===== src/rtl/lsu_pkg.sv =====
// Shared constants for the data-memory load/store unit: funct3 codes, FSM states, lane count.
package lsu_pkg;

  localparam int unsigned LSU_XLEN  = 32;
  localparam int unsigned NUM_LANES = LSU_XLEN / 8;

  localparam logic [2:0] F3_B  = 3'b000;
  localparam logic [2:0] F3_H  = 3'b001;
  localparam logic [2:0] F3_W  = 3'b010;
  localparam logic [2:0] F3_BU = 3'b100;
  localparam logic [2:0] F3_HU = 3'b101;

  localparam logic [0:0] ST_CLEAR = 1'b0;
  localparam logic [0:0] ST_IDLE  = 1'b1;

  // Stores have no unsigned variants; loads add BU/HU.
  function automatic logic f3_legal(input logic is_store, input logic [2:0] f3);
    if (is_store) begin
      return (f3 == F3_B) || (f3 == F3_H) || (f3 == F3_W);
    end
    return (f3 == F3_B) || (f3 == F3_H) || (f3 == F3_W) ||
           (f3 == F3_BU) || (f3 == F3_HU);
  endfunction

endpackage


===== src/rtl/lsu_align.sv =====
// Byte-lane steering for stores and extraction/extension for loads, little-endian.
module lsu_align
  import lsu_pkg::*;
#(
  parameter int unsigned XLEN = 32
) (
  input  logic [2:0]        funct3,
  input  logic [1:0]        offset,
  input  logic [XLEN-1:0]   wdata,
  input  logic [XLEN-1:0]   rd_word,
  output logic [XLEN/8-1:0] wmask,
  output logic [XLEN-1:0]   st_data,
  output logic [XLEN-1:0]   ld_data,
  output logic              misalign
);

  localparam int unsigned LANES = XLEN / 8;

  logic [4:0]  shamt;
  logic [7:0]  ld_byte;
  logic [15:0] ld_half;

  assign shamt = {offset, 3'b000};

  always_comb begin
    wmask    = '0;
    misalign = 1'b0;
    ld_data  = '0;
    st_data  = wdata << shamt;
    ld_byte  = 8'(rd_word >> shamt);
    ld_half  = 16'(rd_word >> shamt);
    case (funct3[1:0])
      F3_B[1:0]: begin
        wmask   = LANES'(1) << offset;
        ld_data = funct3[2] ? {{(XLEN-8){1'b0}}, ld_byte}
                            : {{(XLEN-8){ld_byte[7]}}, ld_byte};
      end
      F3_H[1:0]: begin
        wmask    = LANES'(3) << {offset[1], 1'b0};
        misalign = offset[0];
        ld_data  = funct3[2] ? {{(XLEN-16){1'b0}}, ld_half}
                             : {{(XLEN-16){ld_half[15]}}, ld_half};
      end
      F3_W[1:0]: begin
        wmask    = '1;
        misalign = (offset != 2'b00);
        ld_data  = rd_word;
      end
      default: ;
    endcase
  end

endmodule


===== src/rtl/data_memory_lsu.sv =====
// Byte-addressed data memory with integrated RV32 load/store unit and sequential clear sweep.
module data_memory_lsu
  import lsu_pkg::*;
#(
  parameter int unsigned XLEN   = 32,
  parameter int unsigned DEPTH  = 64,
  parameter int unsigned ADDR_W = 8
) (
  input  logic              clk,
  input  logic              rst,
  input  logic              clr,
  input  logic              req_valid,
  output logic              req_ready,
  input  logic              we,
  input  logic [2:0]        funct3,
  input  logic [ADDR_W-1:0] addr,
  input  logic [XLEN-1:0]   wdata,
  output logic [XLEN-1:0]   rdata,
  output logic              rdata_valid,
  output logic              err,
  output logic              busy
);

  localparam int unsigned LANES  = XLEN / 8;
  localparam int unsigned IDX_W  = (DEPTH > 1) ? $clog2(DEPTH) : 1;
  localparam int unsigned WIDX_W = ADDR_W - 2;
  localparam logic [IDX_W-1:0] LAST_IDX = IDX_W'(DEPTH - 1);

  logic [0:0]        state, state_nxt;
  logic [IDX_W-1:0]  clr_idx;
  logic [XLEN-1:0]   mem [DEPTH];

  logic [WIDX_W-1:0] word_idx;
  logic [IDX_W-1:0]  mem_idx;
  logic              in_range, misalign, legal, fault;
  logic              accept, store_en, load_en;
  logic [LANES-1:0]  wmask;
  logic [XLEN-1:0]   st_data, ld_data, rd_word;

  assign word_idx = addr[ADDR_W-1:2];
  assign mem_idx  = IDX_W'(word_idx);
  assign rd_word  = mem[mem_idx];

  // Range check only exists when the address space exceeds the array.
  generate
    if (DEPTH >= (2 ** WIDX_W)) begin : g_full_range
      assign in_range = 1'b1;
    end else begin : g_part_range
      assign in_range = (word_idx < WIDX_W'(DEPTH));
    end
  endgenerate

  lsu_align #(.XLEN(XLEN)) u_align (
    .funct3   (funct3),
    .offset   (addr[1:0]),
    .wdata    (wdata),
    .rd_word  (rd_word),
    .wmask    (wmask),
    .st_data  (st_data),
    .ld_data  (ld_data),
    .misalign (misalign)
  );

  assign legal     = f3_legal(we, funct3);
  assign fault     = !legal || misalign || !in_range;
  assign req_ready = (state == ST_IDLE) && !clr;
  assign busy      = (state == ST_CLEAR);
  assign accept    = req_valid && req_ready;
  assign store_en  = accept && we && !fault;
  assign load_en   = accept && !we;

  always_ff @(posedge clk or posedge rst) begin
    if (rst) begin
      state <= ST_CLEAR;
    end else begin
      state <= state_nxt;
    end
  end

  always_comb begin
    state_nxt = state;
    case (state)
      ST_CLEAR: if (clr_idx == LAST_IDX) state_nxt = ST_IDLE;
      ST_IDLE:  if (clr) state_nxt = ST_CLEAR;
      default:  state_nxt = ST_CLEAR;
    endcase
  end

  // Sweep index parks at 0 outside CLEAR so every entry into CLEAR starts at word 0.
  always_ff @(posedge clk or posedge rst) begin
    if (rst) begin
      clr_idx <= '0;
    end else if ((state == ST_CLEAR) && (clr_idx != LAST_IDX)) begin
      clr_idx <= clr_idx + IDX_W'(1);
    end else begin
      clr_idx <= '0;
    end
  end

  // Array carries no reset; contents are zeroed only by the sweep.
  always_ff @(posedge clk) begin
    if (state == ST_CLEAR) begin
      mem[clr_idx] <= '0;
    end else if (store_en) begin
      for (int unsigned l = 0; l < LANES; l++) begin
        if (wmask[l]) mem[mem_idx][8*l +: 8] <= st_data[8*l +: 8];
      end
    end
  end

  always_ff @(posedge clk or posedge rst) begin
    if (rst) begin
      rdata       <= '0;
      rdata_valid <= 1'b0;
      err         <= 1'b0;
    end else begin
      rdata_valid <= load_en;
      err         <= accept && fault;
      if (load_en) rdata <= fault ? '0 : ld_data;
    end
  end

endmodule


===== config.mk =====
export PLATFORM = sky130hd
export DESIGN_NAME = data_memory_lsu
export DESIGN_NICKNAME = d
export VERILOG_FILES = /design/src/rtl/lsu_pkg.sv /design/src/rtl/lsu_align.sv /design/src/rtl/data_memory_lsu.sv
export SDC_FILE = /design/constraint.sdc
export NUM_CORES = 2
export LEC_CHECK = 0
export BUFFER_PORTS_ARGS = -buffer_cell sky130_fd_sc_hd__clkbuf_2
export CAP_MARGIN = 20
export CORE_AREA = 2 2 386 388
export CTS_BUF_LIST = sky130_fd_sc_hd__clkbuf_16
export DETAILED_ROUTE_END_ITERATION = 10
export DIE_AREA = 0 0 388 390
export PLACE_DENSITY_LB_ADDON = 0.25
export SYNTH_ARGS = -nofsm -noshare
export SYNTH_HDL_FRONTEND = slang
export SYNTH_HIERARCHICAL = 1
export SYNTH_SLANG_ARGS = --single-unit
export TNS_END_PERCENT = 100

===== constraint.sdc =====
create_clock -name clk -period 2.8 [get_ports clk]
set_input_delay 0.28 -clock clk [delete_from_list [all_inputs] [get_ports clk]]
set_output_delay 0.28 -clock clk [all_outputs]
set_load 0.05 [all_outputs]

==> impl_metrics.csv <==
group,metric,value,unit
timing,hold_viol_final,0,
layout,multi_input_area,0.0212,sq mm
floorplan,start_util,56.6,%
setup_path,reg2reg_slack,-0.18,ns
floorplan,die_area,0.151,sq mm
floorplan,chipHeight,390,um
layout,layout.nets,5259,
timing,final.period_utilization,106,%
power_and_ir_drop,ir_drop,0.525,mV
placed_design,dpl.hpwl,170000,um
setup_path,critPathRequiredTime,3.52,ns
layout,final_common_cell,"edfxtp_1",
routing,routed_via_density,6.55,
setup_path,cp_slowest_stage_delay,0.52,ns
layout,fin_util,70.4,%
layout,fillerInstances,8807,
placed_design,pre_cts_slack,-1.14,ns
cts,clkSinkCount,2089,
yosys,synthesis.area,0.0832,sq mm
setup_path,ff2ff_path_depth,12,
timing,setup_violations,47,
cts,cts_root_buffer,"clkbuf_16",
yosys,avgSynthCellArea,19.5,sq um
yosys,synth_edf_count,2048,
placed_design,globalplace.congestion,0.996,
cts,cts_tree,"yes",
routing,via_count,47887,
layout,final_cell_mix,"edfxtp_1, buf_4, mux4_2, buf_12, clkbuf_16",
worst_hold_path,min_from,"wdata[7]",
layout,seqCellArea,0.0625,sq mm
global_route,grt_pass1_vias,47646,
floorplan,ios,84,
setup_path,cp.depth,12,
yosys,syn_nets,4315,
timing,skew,0.0460,ns
worst_hold_path,hp-class,"in2reg",
outcome,status,"finished, violations left",
placed_design,portBuffers,83,
timing,worst_slew_pin_slew,1.04,ns
timing,drv_slew,0,
global_route,grt_antenna_before_repair,6,
setup_path,path_class,"reg2reg",
timing,fmax,336,MHz
global_route,grtUsageTotal,32.4,%
yosys,synthArstFlopShare,1.96,%
cts,cts_buffers,198,
floorplan,die_x,388,um
timing,layout_setup_ws,-0.180,ns
setup_path,critical_path_buf_inv_count,2,
outcome,violations,"negative setup slack",
setup_path,crit_path_max_fanout,6,
timing,setup-tns-final,-2.78,ns
yosys,netlist_instances,4262,
layout,syn_to_final_growth,24.4,%
setup_path,cp_slowest_cell,"mux4_2",
cts,clk_latency,0.86,ns
floorplan,num_rows,141,
yosys,ys_warn_count,6,
setup_path,path_cells,"mux4_2 > a22o_1 > a221oi_2 > buf_4 > a221oi_4 > mux2_4 > a31oi_4 > a311oi_4 > buf_6 > a21o_1 > nand2_1 > o21ai_2",
routing,finalWirelength,243000,um
yosys,ys.flop_type,"edfxtp_1",
cts,clkTransAtPathRegs,0.06,ns
routing,avgRoutedWirePerCell,33.3,um
global_route,overflow,0,
cts,clockBufferDepth,3,
worst_hold_path,hold-path-endpoint,"mem[12][7]",
global_route,grt_pass1_wl,345000,um
power_and_ir_drop,power_density,691,mW/mm^2
timing,slew_headroom,30.6,%
worst_hold_path,min_path_cells,3,
setup_path,crit_arrival,3.70,ns
yosys,ys_ff_latch,2089,
timing,period_minus_slack,2.98,ns
yosys,ys_types,64,
timing,rsz0062_at_grt,"yes",
setup_path,cp-end-kind,"flip-flop",
cts,cts-htree-levels,4,
setup_path,r2r_start,"mem[21][31]",
power_and_ir_drop,p_leak,36.3,nW
setup_path,cp-start-kind,"flip-flop",
layout,layout-drive-gt1-share,41.3,%
yosys,ys_seq_area_share,75.1,%
routing,first_pass_iters,6,
routing,ant_nets,0,
setup_path,timing.rr.end,"rdata[22]",
global_route,grt_max_degree,65,
run,drv_cap,0,
setup_path,path_delay_family,"compound AO/OA/AOI/OAI gates",
routing,drt_iter0_markers,6754,
floorplan,fp.coreArea,0.147,sq mm
routing,drc,0,
## power breakdown
part / internal, W / total [W] / switching, W / leakage [nW]
logic: 0.00391 / 0.00991 / 0.00599 / 12.2
clock network: 0.0143 / 0.0260 / 0.0117 / 3.23
registers: 0.0353 / 0.0357 / 0.000405 / 20.8
total: 0.0535 / 0.0716 / 0.0181 / 36.3
## synth_stat cells, types with 37 or more instances
library cell	n	area (sq um)
a22o_1	37	324
a221oi_1	57	499
dfrtp_1	41	1030
and2_1	44	275
mux2_2	92	1040
nor2_1	359	1350
mux2i_1	74	741
nand2_1	142	533
mux4_2	471	10600
buf_2	86	430
a21oi_1	85	425
o21ai_0	66	330
clkbuf_1	106	398
o22ai_1	122	763
buf_4	37	278
edfxtp_1	2048	61500
nor3_1	45	225
nor2b_1	41	257
## worst max-delay path by stage
stage,start,end,slack [ns]
after floorplan,addr[2],rdata[21],-0.32
after global placement,funct3[0],mem[34][17],-1.07
after detailed placement,funct3[0],mem[34][17],-1.14
after CTS,mem[21][31],rdata[31],-0.16
after global routing,mem[21][31],rdata[17],-0.25
final,mem[21][31],rdata[22],-0.18
## sequential cells by signal (all words and copies together), names as in the netlist
signal       flops
mem           2048
rdata           32
clr_idx          6
err              1
rdata_valid      1
state            1
## tightest hold or removal path, stage by stage
cell      delay (ns)
clkbuf_2        0.15
and2_1          0.14
and2_4          0.20
## cell families after synthesis
| group | Yosys count | share of synthesized area, % |
|---|---|---|
| adders and majority gates | 5 | 0.0752 |
| AOI/OAI and AO/OA | 520 | 4.25 |
| DFF | 2089 | 75.1 |
| xor gates and xnor gates | 3 | 0.0316 |
| muxes | 638 | 14.9 |
| and+or+nand+nor | 731 | 3.98 |
| buffers and inverters | 276 | 1.65 |
## layout make-up
type                            count  area share [%]
Clock inverter                    172            1.29
Sequential cell                  2089            60.4
Antenna cell                        1         0.00242
Inverter                           18          0.0652
Tap cell                         1930            2.33
Clock buffer                      200            4.83
Timing Repair Buffer             1001            10.6
Multi-Input combinational cell   1898            20.5
## through the flow
stage | cell area [sq um] | total power (W) | hold slack (ns) | cells
6_report | 104000 | 0.0716 | 0.0557 | 7309
5_1_grt | 104000 | 0.0733 | 0.0390 | 7308
4_1_cts | 103000 | 0.0715 | 0.00591 | 7302
3_5_place_dp | 96300 | 0.0456 | 0.476 | 6917
3_3_place_gp | 96300 | 0.0455 | 0.478 | 6916
2_1_floorplan | 84300 | 0.0405 | 0.371 | 4262
## per-layer routing
layer	GRT usage, %	wire length, um	up-vias	share of wire (%)
met1	46.1	91700	24832	38
met5	0	27	-	0.011
met4	12.6	10200	4	4.2
met2	49.4	113000	3112	46
li1	-	-	19478	-
met3	7.79	28800	461	12
## repair_timing
| item | in CTS | in global routing |
|---|---|---|
| setup endpoints to repair | 758 | 1290 |
| gates cloned | 2 | 1 |
| endpoints found under the hold margin | 48 | 0 |
| setup buffers | 7 | 6 |
| resized for setup | 94 | 87 |
| hold buffers | 8 | 0 |
| pin swaps | 8 | 16 |
Power figures use the tool's default switching activity.
